### src/rtl/bram4x128_fifo_ctrl_if.sv
// rtl/bram4x128_fifo_ctrl_if.sv - valid/ready input and output streams of the bram4x128 FIFO controller
// The FIFO controller connects through the slave modport. The producer/consumer side connects through master.
interface bram4x128_fifo_ctrl_if #(
   parameter int DW = 128
);
   logic          s_valid;
   logic          s_ready;
   logic [DW-1:0] s_data;
   logic          m_valid;
   logic          m_ready;
   logic [DW-1:0] m_data;

   modport slave (
      input  s_valid,
      input  s_data,
      input  m_ready,
      output s_ready,
      output m_valid,
      output m_data
   );

   modport master (
      output s_valid,
      output s_data,
      output m_ready,
      input  s_ready,
      input  m_valid,
      input  m_data
   );
endinterface

### src/rtl/bram4x128_fifo_ctrl.sv
// rtl/bram4x128_fifo_ctrl.sv - stream FIFO staged through the single port of a bram4x128
// The controller interleaves writes and reads on one RAM port. A 2-entry buffer absorbs the one-cycle read latency.
module bram4x128_fifo_ctrl #(
   parameter int DW = 128,
   parameter int WL = 4,
   parameter int AW = 13,
   parameter int PW = 2
) (
   input  logic                  CLK,
   input  logic                  RSTN,
   input  logic                  clr,
   bram4x128_fifo_ctrl_if.slave  bus,
   output logic                  ram_en,
   output logic [3:0]            ram_we,
   output logic [AW-1:0]         ram_a,
   output logic [DW-1:0]         ram_di,
   input  logic [DW-1:0]         ram_do,
   output logic [PW+1:0]         level
);

   typedef enum logic {
      OP_WRITE = 1'b0,
      OP_READ  = 1'b1
   } op_e;

   localparam logic [PW:0] FULL_CNT = WL[PW:0];

   logic [PW:0]   wr_ptr_q, wr_ptr_d;
   logic [PW:0]   rd_ptr_q, rd_ptr_d;
   logic          rd_inflight_q, rd_inflight_d;
   op_e           last_op_q, last_op_d;
   logic          ram_en_q, ram_en_d;
   logic [AW-1:0] ram_a_q, ram_a_d;
   logic [DW-1:0] ob_mem_q [2];
   logic [DW-1:0] ob_mem_d [2];
   logic          ob_rd_q, ob_rd_d;
   logic          ob_wr_q, ob_wr_d;
   logic [1:0]    ob_cnt_q, ob_cnt_d;
   logic [PW+1:0] level_q, level_d;

   logic [PW:0]   ram_cnt;
   logic [PW:0]   ram_cnt_d;
   logic          full;
   logic          empty;
   logic          pop;
   logic          push;
   logic [2:0]    ob_after;
   logic          want_rd;
   logic          want_wr;
   logic          do_rd;
   logic          do_wr;
   logic [AW-1:0] wr_addr;
   logic [AW-1:0] rd_addr;

   always_comb begin
      ram_cnt = wr_ptr_q - rd_ptr_q;
      full    = (ram_cnt == FULL_CNT);
      empty   = (ram_cnt == '0);
      pop     = (ob_cnt_q != 2'd0) && bus.m_ready;
      push    = rd_inflight_q && !clr;
      wr_addr = {{(AW-PW-2){1'b0}}, wr_ptr_q[PW-1:0], 2'b00};
      rd_addr = {{(AW-PW-2){1'b0}}, rd_ptr_q[PW-1:0], 2'b00};

      // A read may only be issued if its data will still find a free buffer slot when it lands.
      ob_after = {1'b0, ob_cnt_q} + {2'b00, rd_inflight_q} - {2'b00, pop};
      want_rd  = !empty && (ob_after < 3'd2) && !clr;
      want_wr  = bus.s_valid && !full && ram_en_q && !clr;

      do_rd = want_rd && (!want_wr || (last_op_q == OP_WRITE));
      do_wr = want_wr && (!want_rd || (last_op_q == OP_READ));
   end

   // s_ready is derived without s_valid: a pending read blocks the port unless it is the write's turn.
   assign bus.s_ready = ram_en_q && !full && !clr && (!want_rd || (last_op_q == OP_READ));
   assign bus.m_valid = (ob_cnt_q != 2'd0);
   assign bus.m_data  = ob_mem_q[ob_rd_q];

   assign ram_en = ram_en_q;
   assign ram_we = do_wr ? 4'hF : 4'h0;
   assign ram_a  = do_wr ? wr_addr : (do_rd ? rd_addr : ram_a_q);
   assign ram_di = do_wr ? bus.s_data : '0;
   assign level  = level_q;

   always_comb begin
      wr_ptr_d      = wr_ptr_q;
      rd_ptr_d      = rd_ptr_q;
      rd_inflight_d = 1'b0;
      last_op_d     = last_op_q;
      ram_en_d      = 1'b1;
      ram_a_d       = ram_a_q;
      ob_mem_d      = ob_mem_q;
      ob_rd_d       = ob_rd_q;
      ob_wr_d       = ob_wr_q;
      ob_cnt_d      = ob_cnt_q;

      if (clr) begin
         wr_ptr_d = '0;
         rd_ptr_d = '0;
         ob_rd_d  = 1'b0;
         ob_wr_d  = 1'b0;
         ob_cnt_d = 2'd0;
      end else begin
         if (do_wr) begin
            wr_ptr_d  = wr_ptr_q + 1'b1;
            last_op_d = OP_WRITE;
            ram_a_d   = wr_addr;
         end
         if (do_rd) begin
            rd_ptr_d      = rd_ptr_q + 1'b1;
            rd_inflight_d = 1'b1;
            last_op_d     = OP_READ;
            ram_a_d       = rd_addr;
         end
         if (push) begin
            ob_mem_d[ob_wr_q] = ram_do;
            ob_wr_d           = !ob_wr_q;
         end
         if (pop) begin
            ob_rd_d = !ob_rd_q;
         end
         ob_cnt_d = ob_cnt_q + {1'b0, push} - {1'b0, pop};
      end

      ram_cnt_d = wr_ptr_d - rd_ptr_d;
      level_d   = {1'b0, ram_cnt_d} + {{(PW+1){1'b0}}, rd_inflight_d} + {{PW{1'b0}}, ob_cnt_d};
   end

   always_ff @(posedge CLK or negedge RSTN) begin
      if (!RSTN) begin
         wr_ptr_q      <= '0;
         rd_ptr_q      <= '0;
         rd_inflight_q <= 1'b0;
         last_op_q     <= OP_WRITE;
         ram_en_q      <= 1'b0;
         ram_a_q       <= '0;
         ob_mem_q[0]   <= '0;
         ob_mem_q[1]   <= '0;
         ob_rd_q       <= 1'b0;
         ob_wr_q       <= 1'b0;
         ob_cnt_q      <= 2'd0;
         level_q       <= '0;
      end else begin
         wr_ptr_q      <= wr_ptr_d;
         rd_ptr_q      <= rd_ptr_d;
         rd_inflight_q <= rd_inflight_d;
         last_op_q     <= last_op_d;
         ram_en_q      <= ram_en_d;
         ram_a_q       <= ram_a_d;
         ob_mem_q[0]   <= ob_mem_d[0];
         ob_mem_q[1]   <= ob_mem_d[1];
         ob_rd_q       <= ob_rd_d;
         ob_wr_q       <= ob_wr_d;
         ob_cnt_q      <= ob_cnt_d;
         level_q       <= level_d;
      end
   end

endmodule
### src/flat_wrapper.sv
// flat-port wrapper written by rule: the top's interface ports become plain ports
module bram4x128_fifo_ctrl_flat 
#(
   parameter int DW = 128,
   parameter int WL = 4,
   parameter int AW = 13,
   parameter int PW = 2
)
  (CLK, RSTN, clr, ram_en, ram_we, ram_a, ram_di, ram_do, level, bus_s_valid, bus_s_data, bus_m_ready, bus_s_ready, bus_m_valid, bus_m_data);
  bram4x128_fifo_ctrl_if #(.DW(DW)) bus_i ();
  input  logic CLK;
  input  logic RSTN;
  input  logic clr;
  output logic ram_en;
  output logic [3:0] ram_we;
  output logic [AW-1:0] ram_a;
  output logic [DW-1:0] ram_di;
  input  logic [DW-1:0] ram_do;
  output logic [PW+1:0] level;
  input wire logic [$bits(bus_i.s_valid)-1:0] bus_s_valid;
  input wire logic [$bits(bus_i.s_data)-1:0] bus_s_data;
  input wire logic [$bits(bus_i.m_ready)-1:0] bus_m_ready;
  output wire logic [$bits(bus_i.s_ready)-1:0] bus_s_ready;
  output wire logic [$bits(bus_i.m_valid)-1:0] bus_m_valid;
  output wire logic [$bits(bus_i.m_data)-1:0] bus_m_data;
  assign bus_i.s_valid = bus_s_valid;
  assign bus_i.s_data = bus_s_data;
  assign bus_i.m_ready = bus_m_ready;
  assign bus_s_ready = bus_i.s_ready;
  assign bus_m_valid = bus_i.m_valid;
  assign bus_m_data = bus_i.m_data;
  bram4x128_fifo_ctrl #(.DW(DW), .WL(WL), .AW(AW), .PW(PW)) u_core (.CLK(CLK), .RSTN(RSTN), .clr(clr), .bus(bus_i), .ram_en(ram_en), .ram_we(ram_we), .ram_a(ram_a), .ram_di(ram_di), .ram_do(ram_do), .level(level));
endmodule
### config.mk
export PLATFORM = sky130hd
export DESIGN_NAME = bram4x128_fifo_ctrl_flat
export DESIGN_NICKNAME = d
export VERILOG_FILES = /design/src/rtl/bram4x128_fifo_ctrl_if.sv /design/src/rtl/bram4x128_fifo_ctrl.sv /design/src/flat_wrapper.sv
export SDC_FILE = /design/constraint.sdc
export NUM_CORES = 1
export LEC_CHECK = 0
export BUFFER_PORTS_ARGS = -buffer_cell sky130_fd_sc_hd__buf_2
export CAP_MARGIN = 20
export CORE_AREA = 2 2 210 212
export DETAILED_ROUTE_END_ITERATION = 10
export DIE_AREA = 0 0 212 214
export GPL_TIMING_DRIVEN = 0
export SYNTH_ARGS = -nofsm -noshare
export SYNTH_HDL_FRONTEND = slang
export SYNTH_SLANG_ARGS = --single-unit
### constraint.sdc
create_clock -name CLK -period 4.4 [get_ports CLK]
set_clock_uncertainty 0.1 [all_clocks]
set_input_delay 0.88 -clock CLK [delete_from_list [all_inputs] [get_ports CLK]]
set_output_delay 0.88 -clock CLK [all_outputs]
set_load 0.1 [all_outputs]
## After elaboration in Yosys (flattened, before gate mapping)

Index checks and enable logic that the tools add are counted.

- Register bits: 286
- Bits of input ports: 261

- Reduce and logical (&&, ||, !) cells: 29
- Bitwise gates (word level): 4
- Eq/ne operators: 1
- Mux-type cells: 25
- Add/subtract/negate cells: 10
- Order comparisons: 4

Operators with widths:

| operator | number |
|---|---|
| 128-bit 2-to-1 mux | 5 |
| 256-bit bitwise mux | 1 |
| 128-bit demux with 1-bit select | 1 |
| 13-bit 2-to-1 mux | 4 |
| 1-bit logical AND | 13 |
| 3-bit 2-to-1 mux | 4 |
| 1-bit 2-to-1 mux | 8 |
| 2-bit nonzero test | 4 |
| 1-bit logical NOT | 7 |
| 3-bit by 1-bit adder with 3-bit output, second input constant | 2 |
| 3-bit subtractor | 2 |
| 3-bit by 1-bit adder with 4-bit output | 1 |
| 4-bit by 2-bit adder with 4-bit output | 1 |
| 2-bit greater-or-equal comparator, second input constant | 2 |
| 4-bit 2-to-1 mux | 1 |
| 1-bit NOT with 2-bit output | 2 |
| 2-bit AND reduction | 2 |
| 2-bit by 1-bit adder with 3-bit output | 1 |
| 3-bit == test, second input constant | 1 |
| 3-bit logical NOT | 1 |
| 3-bit by 2-bit less-than comparator with 1-bit output, second input constant | 1 |
| 3-bit by 1-bit subtractor with 3-bit output | 1 |
| 2-bit by 1-bit adder with 2-bit output | 1 |
| 1-bit logical OR | 2 |
| 4 further kinds | 5 |

## Logic depth before layout (Yosys ltp)

Gate-level depths: netlist (run 1).

- Depth in word-level cells: 14
- Depth in mapped cells: 16
- Mapped depth without buffers: 15

## Worst setup path after synthesis (run 1)

No wires, ideal clock.

- Path kind: register to output
- Start: register u_core.ob_cnt_q[1]
- End: output port ram_a[3]
- Buffers on the path: 0
- Setup slack: -1.290 ns
- Stages on the path, launching flop included: 10
- Arrival: 4.710 ns
- Required time: 3.420 ns
- Cell sequence: dfrtp_1 -> or2_2 -> nand2_1 -> nor2_1 -> fa_1 -> xor2_1 -> a211oi_1 -> a21boi_1 -> inv_1 -> o21ai_0

- Longest elaborated chain between the ends: 10
- Elaborated cells on any way between the ends: 13

Ends and longest elaborated chain:

| what | line | text |
|---|---|---|
| start, declared | bram4x128_fifo_ctrl.sv:38 | `logic [1:0] ob_cnt_q, ob_cnt_d;` |
| start signal, assigned | bram4x128_fifo_ctrl.sv:153 | `ob_cnt_q <= ob_cnt_d;` |
| 2-bit nonzero test * | - |  |
| via bus_m_valid | flat_wrapper.sv:24 | `output wire logic [$bits(bus_i.m_valid)-1:0] bus_m_valid;` |
| 1-bit logical AND * | bram4x128_fifo_ctrl.sv:59 | `pop = (ob_cnt_q != 2'd0) && bus.m_ready;` |
| 3-bit by 1-bit subtractor with 3-bit output * | bram4x128_fifo_ctrl.sv:65 | `ob_after = {1'b0, ob_cnt_q} + {2'b00, rd_inflight_q} - {2'b00, pop};` |
| 3-bit by 2-bit less-than comparator with 1-bit output * | bram4x128_fifo_ctrl.sv:66 | `want_rd = !empty && (ob_after < 3'd2) && !clr;` |
| 1-bit logical AND * (2 in series) | bram4x128_fifo_ctrl.sv:66 |  |
| 1-bit logical NOT | bram4x128_fifo_ctrl.sv:70 | `do_wr = want_wr && (!want_rd \|\| (last_op_q == OP_READ));` |
| 1-bit logical OR | bram4x128_fifo_ctrl.sv:70 |  |
| 1-bit logical AND | bram4x128_fifo_ctrl.sv:70 |  |
| 13-bit 2-to-1 mux * | bram4x128_fifo_ctrl.sv:80 | `assign ram_a = do_wr ? wr_addr : (do_rd ? rd_addr : ram_a_q);` |
| end, declared | flat_wrapper.sv:16 | `output logic [AW-1:0] ram_a;` |

The timed path passes the listed nets; every way through them passes the cells marked *.

## Worst setup path after layout (run 1)

- Start: register u_core.ob_cnt_q[1]
- End: output port ram_di[40]

- Longest elaborated chain between the ends: 10
- Elaborated cells on any way between the ends: 11

Ends and longest elaborated chain:

| what | line | text |
|---|---|---|
| parallel branches: the longest is 2 deep, another holds 2-bit by 1-bit adder with 3-bit output | - |  |
| 3-bit by 1-bit subtractor with 3-bit output * | bram4x128_fifo_ctrl.sv:65 |  |
| 3-bit by 2-bit less-than comparator with 1-bit output * | bram4x128_fifo_ctrl.sv:66 |  |
| 1-bit logical AND * (2 in series) | bram4x128_fifo_ctrl.sv:66 |  |
| 1-bit logical NOT * | bram4x128_fifo_ctrl.sv:70 |  |
| 1-bit logical OR * | bram4x128_fifo_ctrl.sv:70 |  |
| 1-bit logical AND * | bram4x128_fifo_ctrl.sv:70 |  |
| 128-bit 2-to-1 mux * | bram4x128_fifo_ctrl.sv:81 | `assign ram_di = do_wr ? bus.s_data : '0;` |
| end, declared | flat_wrapper.sv:17 | `output logic [DW-1:0] ram_di;` |

Mark *: on every way between the ends.

==> run metrics, run 1 <==
Async SR Flop Fraction 100%; WP buf/inv 5; CTS H-tree lvls 2; crit-path max FO 10; number of max-slew violations in the final report 0; drt first-iter violations roughly 260; global-route wire length before repair approximately 65000 um; Worst R2R Start u_core.ob_cnt_q[1]$_DFF_PN0_; vias in the first global route 10700; top cells by area in the synthesized netlist sky130_fd_sc_hd__dfrtp_1 (53%), sky130_fd_sc_hd__mux2_2 (33%), sky130_fd_sc_hd__and2_1 (6.1%); TritonCTS buffer count 34; routability cong. 0.941; Die W between 200 and 250 um; status completed; Clk Latency, worst-skew pair between 0.5 and 0.6 ns; via density per instance roughly 4.5; Routed wire per std cell 20.4 um; Worst Setup End Kind primary output; number of hold buffers added after cts 0; Synth Register Bits 275; Routed WL roughly 44000 um; multi-input combinational cell area between 5000 and 6000 sq um; Cell Count Post-Placement 2077; antenna violations before repair 17; series of cell instances along the critical path or2_4 -> nand2_4 -> nor2_1 -> fa_2 -> xor2_2 -> a2111oi_4 -> nor3_4 -> buf_4 -> buf_4 -> buf_4 -> clkbuf_4 -> and2_1 -> buf_12; total global-route track usage about a fifth; startpoint type of the worst setup path register; remaining antenna violation count 0; worst setup path startpoint u_core.ob_cnt_q[1]$_DFF_PN0_; worst stage delay on the critical path roughly 0.40 ns; Port Buffers ~530; Register-to-Register Setup Slack roughly 0.33 ns; Seq. cell area between 6000 and 7000 sq um; number of distinct library cells after synthesis 31; count of pins on the block boundary between 500 and 600; data arrival time of the worst path between 3 and 4 ns; required arrival time at the worst endpoint between 3 and 4 ns; Period Utilization, post-route 97.1%; GRT overflow 0; worst r2r dst u_core.level[2]$_DFF_PN0_; Layout fillers between 4000 and 5000; Critical-path top delay cell sky130_fd_sc_hd__dfrtp_2; Yosys top cell area share between 50 and 60%; Hold WC Path Type input pin to async pin; num rows 76; Hold Vio Cnt, Final 0; remaining design rule violation count 0; family with the most delay on the worst path buffers and inverters; net count of the finished layout 1811; Slew headroom between 30% and 40%; Clock Sinks ~280; number of setup violations in the final report 0; area inside the core boundary roughly 43000 sq um; flip-flop cell with the highest count after synthesis sky130_fd_sc_hd__dfrtp_1; count of max-cap constraint violations 0; estimated wirelength of the detail-placed design around 34000 um; mean post-synth cell area 13.7 sq um; Longest Clk Path Bufs 3; largest net degree at the start of global routing around 110; pin slew with the least headroom to its limit around 0.95 ns; last element of the critical path ram_di[40]; register clock-pin slew on the reported worst setup and hold paths 0.06 ns; total via count in the routed design between 9000 and 10000; Synth Instances between 900 and 1000; most frequent cell on the critical path sky130_fd_sc_hd__buf_4; buffer cell driving the clock tree root sky130_fd_sc_hd__clkbuf_16; initial standard-cell utilization of the core 30.4%; peak clock frequency supported by timing between 200 and 250 MHz; DIE AREA 45400 sq um; Final Critical Period 4.27 ns; Area Growth Syn to Fin 42.6%; worst r2r path cells 16; clock tree from TritonCTS yes; final core occ a little over two fifths; category of the most critical setup path register to primary output; Post-Synthesis Cell Area ~13000 sq um; number of cells on the critical path 13; largest area contributor in the netlist sky130_fd_sc_hd__dfrtp_1; floorplan die height between 200 and 250 um; proportion of layout cells with a drive suffix above 1 71.4%; number of enable flip-flop cells after synthesis 0; count of TritonRoute iterations in the first routing pass 4; number of non-filler instances in the completed layout 2154; synthesis warning total 0; proportion of synthesized chip area in sequential cells 52.8%
==> what timing repair did <==
| action | in CTS | in global routing |
|---|---|---|
| resized for setup | 257 | 6 |
| endpoints found under the setup margin | 135 | 111 |
| cloned | 1 | 0 |
| setup buffers | 8 | 1 |
| pin swaps | 4 | 2 |
==> final cells by class <==
cell class,instances,share of cell area (%)
antenna,11,0.148
buffer,72,1.94
clock buffer,46,5.26
clock inverter,10,0.445
inverter,12,0.243
multi-input combinational,602,32.1
sequential,275,37.1
tap,585,3.94
timing repair buffer,541,18.8
==> worst reg2reg max path, cell delays in order, from the launching register on <==
cell                        delay (ns)
sky130_fd_sc_hd__dfrtp_2          0.40
sky130_fd_sc_hd__or2_4            0.26
sky130_fd_sc_hd__nand2_4          0.08
sky130_fd_sc_hd__nor2_1           0.05
sky130_fd_sc_hd__fa_2             0.36
sky130_fd_sc_hd__xor2_2           0.21
sky130_fd_sc_hd__a2111oi_4        0.39
sky130_fd_sc_hd__nor3_4           0.08
sky130_fd_sc_hd__buf_4            0.16
sky130_fd_sc_hd__buf_6            0.14
sky130_fd_sc_hd__xnor2_1          0.13
sky130_fd_sc_hd__or2_2            0.28
sky130_fd_sc_hd__ha_1             0.21
sky130_fd_sc_hd__fa_1             0.49
sky130_fd_sc_hd__inv_1            0.07
sky130_fd_sc_hd__fa_1             0.40
sky130_fd_sc_hd__xnor2_1          0.14
==> layout by cell type (no fill, tap or decap), types with 4 or more instances in the layout <==
cell	count
sky130_fd_sc_hd__clkbuf_16	35
sky130_fd_sc_hd__clkbuf_2	9
sky130_fd_sc_hd__and2_1	34
sky130_fd_sc_hd__and2_4	5
sky130_fd_sc_hd__clkbuf_1	42
sky130_fd_sc_hd__mux2_2	385
sky130_fd_sc_hd__clkinv_2	7
sky130_fd_sc_hd__dfrtp_1	274
sky130_fd_sc_hd__clkbuf_4	4
sky130_fd_sc_hd__buf_6	68
sky130_fd_sc_hd__nand2_1	8
sky130_fd_sc_hd__xnor2_1	8
sky130_fd_sc_hd__nor2_1	11
sky130_fd_sc_hd__clkbuf_8	6
sky130_fd_sc_hd__buf_8	8
sky130_fd_sc_hd__inv_1	12
sky130_fd_sc_hd__nor2b_1	4
sky130_fd_sc_hd__diode_2	11
sky130_fd_sc_hd__buf_1	6
sky130_fd_sc_hd__and2_2	89
sky130_fd_sc_hd__buf_4	75
sky130_fd_sc_hd__ha_1	8
sky130_fd_sc_hd__buf_12	6
sky130_fd_sc_hd__buf_2	398
sky130_fd_sc_hd__xor2_1	5
sky130_fd_sc_hd__conb_1	12
==> flip-flops by register name, indices dropped and copies added (netlist names) <==
name,count
u_core.ob_cnt_q,2
u_core.rd_inflight_q,1
u_core.ob_mem_q,256
u_core.ram_a_q,2
u_core.ob_rd_q,1
u_core.ram_en,1
u_core.ob_wr_q,1
u_core.wr_ptr_q,3
u_core.last_op_q,1
u_core.level,4
u_core.rd_ptr_q,3
==> how the worst min path moves through the flow <==
stage	to	slack, ns
after floorplan	u_core.ram_a_q[2]$_DFFE_PN0P_	0.36
after global placement	u_core.ob_mem_q[58]$_DFFE_PN0P_	0.38
after detailed placement	u_core.ob_mem_q[106]$_DFFE_PN0P_	0.39
after CTS	u_core.ob_mem_q[117]$_DFFE_PN0P_	0.18
after global routing	u_core.ob_mem_q[117]$_DFFE_PN0P_	0.20
final	u_core.ob_mem_q[117]$_DFFE_PN0P_	0.20
==> per-stage QoR <==
stage | setup WS, ns | hold WS [ns] | setup TNS [ns] | instance area (sq um)
final | 0.127 | 0.196 | 0 | 18600
after global routing | -0.00287 | 0.197 | -0.00293 | 18600
after CTS | 0.0284 | 0.182 | 0 | 18500
after detailed placement | -0.455 | 0.388 | -21.61 | 16600
after global placement | -2.69 | 0.381 | -745.77 | 16600
after floorplan | -0.533 | 0.364 | -0.548 | 13200
==> per-layer routing <==
| layer | wire length [um] | up-vias | GRT usage [%] | part of all wire, % |
|---|---|---|---|---|
| met4 | 2580 | 4 | 11.6 | 5.9 |
| met2 | 23000 | 361 | 34.9 | 52 |
| met5 | 30 | - | 0 | 0.068 |
| met3 | 3340 | 102 | 6.27 | 7.6 |
| met1 | 14900 | 4811 | 18.2 | 34 |
| li1 | - | 4435 | - | - |
==> cells by family (layout without fill, tap and decap cells) <==
group / count (synthesis) / after routing / share of synthesized area (%)
buf+inv: 84 / 681 / 2.88
flops: 275 / 275 / 52.8
mux: 388 / 388 / 33.5
compound gates: 12 / 12 / 0.778
xor+xnor: 14 / 14 / 0.942
other cells: 2 / 23 / 0.0577
fa+ha+maj: 12 / 12 / 1.38
simple gates: 164 / 164 / 7.58
==> synthesized netlist by cell type (all sizes together) (4+ instances only) <==
cell,count
xnor2,8
clkbuf,50
nor2b,4
mux2,385
buf,22
dfrtp,275
xor2,6
o21ai,4
and2,128
nand2,9
ha,8
fa,4
nor2,11
inv,12
Power of run 1 is not shown: default switching activity piles up to over one toggle a cycle in this logic, so the estimate is an artifact.
==> run 2, diff against run 1 <==
Settings changed: PLACE_DENSITY from default to 0.67.
==> run metrics, run 2 (synthesized netlist as in run 1, its figures left out) <==
highest-count cells in the layout ignoring fill and taps sky130_fd_sc_hd__buf_2 (396), sky130_fd_sc_hd__mux2_2 (385), sky130_fd_sc_hd__dfrtp_1 (274); required arrival time at the worst endpoint roughly 3.4 ns; Longest Clk Path Bufs 3; TritonCTS buffer count 31; Die W roughly 210 um; number of hold buffers added after cts 0; total global-route track usage 18.6%; vias in the first global route roughly 11000; Worst Setup End Kind primary output; startpoint type of the worst setup path register; Clk Latency, worst-skew pair between 0.5 and 0.6 ns; number of setup violations in the final report 0; GRT overflow 0; worst setup path startpoint u_core.ob_cnt_q[1]$_DFF_PN0_; data arrival time of the worst path roughly 3.3 ns; crit-path max FO 10; initial standard-cell utilization of the core approximately 30%; DIE AREA about 45000 sq um; pre-CTS worst setup slack -0.366 ns; area inside the core boundary ~43000 sq um; category of the most critical setup path register to primary output; peak clock frequency supported by timing roughly 230 MHz; series of cell instances along the critical path or2_4 -> nand2_2 -> nor2_1 -> fa_2 -> xor2_4 -> a2111oi_4 -> nor3_4 -> buf_4 -> buf_6 -> buf_4 -> and2_2 -> buf_12; pin slew with the least headroom to its limit just over 0.9 ns; Cell Count Post-Placement between 2000 and 2500; count of TritonRoute iterations in the first routing pass 4; setup total negative slack 0 ns; via density per instance 4.53; Final Critical Period around 4.3 ns; Clock Sinks approximately 280; last element of the critical path ram_di[70]; Routed WL between 40000 and 50000 um; floorplan die height 214 um; register clock-pin slew on the reported worst setup and hold paths about 0.060 ns; Critical-path top delay cell sky130_fd_sc_hd__dfrtp_2; Worst R2R Start u_core.ob_cnt_q[1]$_DFF_PN0_; count of max-cap constraint violations 0; Slew headroom 39.3%; drt first-iter violations 291; buffer cell driving the clock tree root sky130_fd_sc_hd__clkbuf_16; remaining antenna violation count 0; Routed wire per std cell between 20 and 25 um; antenna violations before repair 17; worst hold margin between 0.1 and 0.15 ns; CTS H-tree lvls 1; count of pins on the block boundary about 540; net count of the finished layout approximately 1800; remaining design rule violation count 0; most frequent cell on the critical path sky130_fd_sc_hd__buf_4; Period Utilization, post-route a little over nine tenths; status completed; Hold WC Path Type input pin to async pin; worst stage delay on the critical path about 0.41 ns; Hold Vio Cnt, Final 0; total via count in the routed design a little under 10000; proportion of layout cells with a drive suffix above 1 a little under three quarters; num rows between 70 and 80; Area Growth Syn to Fin 46.8%; routability cong. roughly 0.92; number of max-slew violations in the final report 0; max reg flops between 200 and 300; Port Buffers 529; worst r2r path cells 15; minimum setup slack in the final design between 0.09 and 0.1 ns; estimated wirelength of the detail-placed design about 34000 um; Register-to-Register Setup Slack ~0.35 ns; clock tree from TritonCTS yes; largest net degree at the start of global routing approximately 120; largest reg by FF count u_core.ob_mem_q; number of non-filler instances in the completed layout around 2200; global-route wire length before repair approximately 64000 um; worst r2r dst u_core.level[2]$_DFF_PN0_; leading cell type in the layout, fill and taps excluded sky130_fd_sc_hd__buf_2
[run 2: changes by cell type in the layout (fill, tap and decap cells not counted), moves of 5 or more]
cell                        before  now
sky130_fd_sc_hd__and2_1         34   40
sky130_fd_sc_hd__and2_2         89   70
sky130_fd_sc_hd__and2_4          5   18
sky130_fd_sc_hd__buf_12          6   30
sky130_fd_sc_hd__buf_4          75   31
sky130_fd_sc_hd__buf_6          68   91
sky130_fd_sc_hd__bufinv_16       1    6
sky130_fd_sc_hd__clkbuf_2        9    4
[run 2: final cells by class]
type,instances,area (sq um)
fillers,3981,23800
plain buffers,72,370
clock buffers,45,928
flip-flops and latches,275,6880
diodes,11,27.5
inverters,12,45.0
repair buffers,539,3900
clock inverters,13,230
multi-input cells,602,5990
well taps,585,732
[run 2: critical path: cells and delay by family (launching register included)]
kind                     cells  cell delay (ns)
AO/OA/AOI/OAI                1             0.37
adder cells (fa/ha/maj)      1             0.39
XOR/XNOR                     1             0.21
flip-flops                   1             0.41
AND/OR/NAND/NOR              5             0.75
buffers and inverters        4             0.62
[run 2: worst min-delay path by stage]
stage	startpoint	endpoint	slack, ns	cells after the start
after floorplan	u_core.ram_a_q[2]$_DFFE_PN0P_	u_core.ram_a_q[2]$_DFFE_PN0P_	0.36	2
after global placement	u_core.ob_mem_q[63]$_DFFE_PN0P_	u_core.ob_mem_q[63]$_DFFE_PN0P_	0.38	1
after detailed placement	u_core.ob_mem_q[119]$_DFFE_PN0P_	u_core.ob_mem_q[119]$_DFFE_PN0P_	0.39	1
after CTS	RSTN	u_core.ob_mem_q[122]$_DFFE_PN0P_	0.08	1
after global routing	RSTN	u_core.ob_mem_q[250]$_DFFE_PN0P_	0.11	1
final	RSTN	u_core.ob_mem_q[122]$_DFFE_PN0P_	0.11	1
[run 2: routing by layer]
layer  share of wire, %  vias to the layer above  GRT usage (%)
li1                   -                     4436              -
met1                 34                     4831           18.8
met2                 53                      375           33.6
met3                7.9                      101           5.89
met4                5.0                        8           10.2
met5               0.11                        -              0
[run 2: stage by stage]
stage	area, sq um	util (%)
final	19100	44.6
after global routing	19100	44.5
after CTS	18800	43.8
after detailed placement	16600	38.8
after global placement	16600	38.6
after floorplan	13200	-
[run 2: timing repair]
| action | in CTS | in global routing |
|---|---|---|
| setup buffers | 3 | 3 |
| pin swaps | 2 | 4 |
| gates cloned | 0 | 1 |
| setup endpoints to repair | 135 | 104 |
| gates resized for setup | 309 | 86 |
Power of run 2 is left out for the same reason.
==> run 3, diff against run 2 <==
Settings changed: BUFFER_PORTS_ARGS -buffer_cell sky130_fd_sc_hd__buf_2 to -buffer_cell sky130_fd_sc_hd__buf_4.
==> run metrics, run 3 (synthesized netlist as in run 1, its figures left out) <==
uppermost signal routing layer after detailed routing met4; Worst Setup End Kind primary output; multi-input combinational cell area 5950 sq um; Area Growth Syn to Fin 50.5%; via density per instance around 4.5; net count of the finished layout approximately 1800; number of non-filler instances in the completed layout about 2100; data arrival time of the worst path roughly 3.3 ns; startpoint type of the worst setup path register; Routed WL roughly 44000 um; Slew headroom a little under a third; routability cong. roughly 0.90; Cell Count Post-Placement 2077; largest reg by FF count u_core.ob_mem_q; leading cell type in the layout, fill and taps excluded sky130_fd_sc_hd__buf_4; peak clock frequency supported by timing between 200 and 250 MHz; total via count in the routed design roughly 9700; Die W ~210 um; TritonCTS buffer count 34; Port Buffers 529; largest net degree at the start of global routing a little under 100; antenna violations before repair 2; status completed; Clock Sinks between 200 and 300; category of the most critical setup path register to primary output; final core occ a little under half; Layout fillers 3959; Longest Clk Path Bufs 3; required arrival time at the worst endpoint 3.42 ns; global-route wire length before repair around 65000 um; worst r2r dst u_core.level[2]$_DFF_PN0_; worst hold margin ~0.23 ns; Final Critical Period between 4 and 5 ns; Worst R2R Start u_core.ob_cnt_q[1]$_DFF_PN0_; Clk Latency, worst-skew pair around 0.52 ns; crit-path max FO 10; floorplan die height around 210 um; Seq. cell area about 7000 sq um; proportion of layout cells with a drive suffix above 1 between 70% and 80%; metal1 wirelength ~16000 um; Hold Vio Cnt, Final 0; Hold WC Path Type input pin to async pin; highest-count cells in the layout ignoring fill and taps sky130_fd_sc_hd__buf_4 (449), sky130_fd_sc_hd__mux2_2 (385), sky130_fd_sc_hd__dfrtp_1 (274); number of max-slew violations in the final report 0; vias in the first global route 10400; area inside the core boundary about 43000 sq um; remaining design rule violation count 0; remaining antenna violation count 0; Register-to-Register Setup Slack roughly 0.30 ns; drt first-iter violations 342; pin slew with the least headroom to its limit about 1.0 ns; GRT overflow 0; num rows 76; CTS H-tree lvls 2; Routed wire per std cell roughly 20 um; number of hold buffers added after cts 0; DIE AREA 45400 sq um; Period Utilization, post-route 96.8%; count of pins on the block boundary about 540; register clock-pin slew on the reported worst setup and hold paths ~0.060 ns; routed length on met3 around 3200 um; number of setup violations in the final report 0; clock tree from TritonCTS yes; worst r2r path cells 15; initial standard-cell utilization of the core 30.4%; routed wl met2 around 23000 um; count of max-cap constraint violations 0; estimated wirelength of the detail-placed design ~35000 um; max reg flops 256; buffer cell driving the clock tree root sky130_fd_sc_hd__clkbuf_16; count of TritonRoute iterations in the first routing pass 4; total global-route track usage between 10% and 20%
run 3: changes by cell type in the layout (fill, tap and decap cells not counted), moves of 3 or more:
cell,before,now
sky130_fd_sc_hd__diode_2,11,2
sky130_fd_sc_hd__clkbuf_8,10,3
sky130_fd_sc_hd__clkbuf_16,31,35
sky130_fd_sc_hd__and2_2,70,87
sky130_fd_sc_hd__buf_4,31,449
sky130_fd_sc_hd__clkinvlp_4,0,3
sky130_fd_sc_hd__and2_4,18,1
sky130_fd_sc_hd__buf_12,30,4
sky130_fd_sc_hd__buf_2,396,0
sky130_fd_sc_hd__clkbuf_2,4,11
sky130_fd_sc_hd__clkinv_2,3,9
sky130_fd_sc_hd__bufinv_16,6,1
run 3: per-stage QoR:
stage	setup TNS [ns]	setup slack, ns	area (sq um)
2_1_floorplan	-0.548	-0.533	13200
3_3_place_gp	-4.95	-0.258	17900
3_5_place_dp	-7.39	-0.271	17900
4_1_cts	0	0.000681	19300
5_1_grt	-0.0551	-0.0109	19600
6_report	0	0.142	19600
run 3: final cells by class:
class,count,area share (%)
multi-input cells,602,30.4
diodes,2,0.0255
clock inverters,17,0.689
clock buffers,44,4.79
plain buffers,72,1.81
well taps,585,3.73
flip-flops and latches,275,35.1
inverters,12,0.230
repair buffers,539,23.2
run 3: worst max path at each step:
stage,from,end,cells past startpoint
final,u_core.ob_cnt_q[1]$_DFF_PN0_,ram_di[100],11
after global routing,u_core.rd_ptr_q[1]$_DFF_PN0_,ram_di[124],10
after CTS,u_core.ob_cnt_q[1]$_DFF_PN0_,ram_di[46],11
after detailed placement,bus_m_ready,ram_di[100],11
after global placement,bus_m_ready,ram_di[100],11
after floorplan,u_core.ob_cnt_q[1]$_DFF_PN0_,ram_a[3],9
run 3: repair_timing:
action                     in CTS  in global routing
resized for setup              84                 63
setup endpoints to repair     135                130
setup buffers                   4                  4
pin swaps                       2                  3
run 3: layer usage:
metal	global-route usage [%]	vias to the layer above
met5	0	-
met4	7.89	0
met3	5.88	88
met2	34.7	359
met1	19.9	4782
li1	-	4432
run 3: critical path: stages (launching register included):
cell	delay [ns]
sky130_fd_sc_hd__dfrtp_2	0.40
sky130_fd_sc_hd__or2_2	0.32
sky130_fd_sc_hd__nand2_2	0.10
sky130_fd_sc_hd__nor2_1	0.06
sky130_fd_sc_hd__fa_2	0.41
sky130_fd_sc_hd__xor2_2	0.25
sky130_fd_sc_hd__a2111oi_4	0.09
sky130_fd_sc_hd__nor3_4	0.29
sky130_fd_sc_hd__buf_6	0.20
sky130_fd_sc_hd__clkbuf_4	0.20
sky130_fd_sc_hd__and2_4	0.21
sky130_fd_sc_hd__buf_8	0.21
Power of run 3 is left out for the same reason.
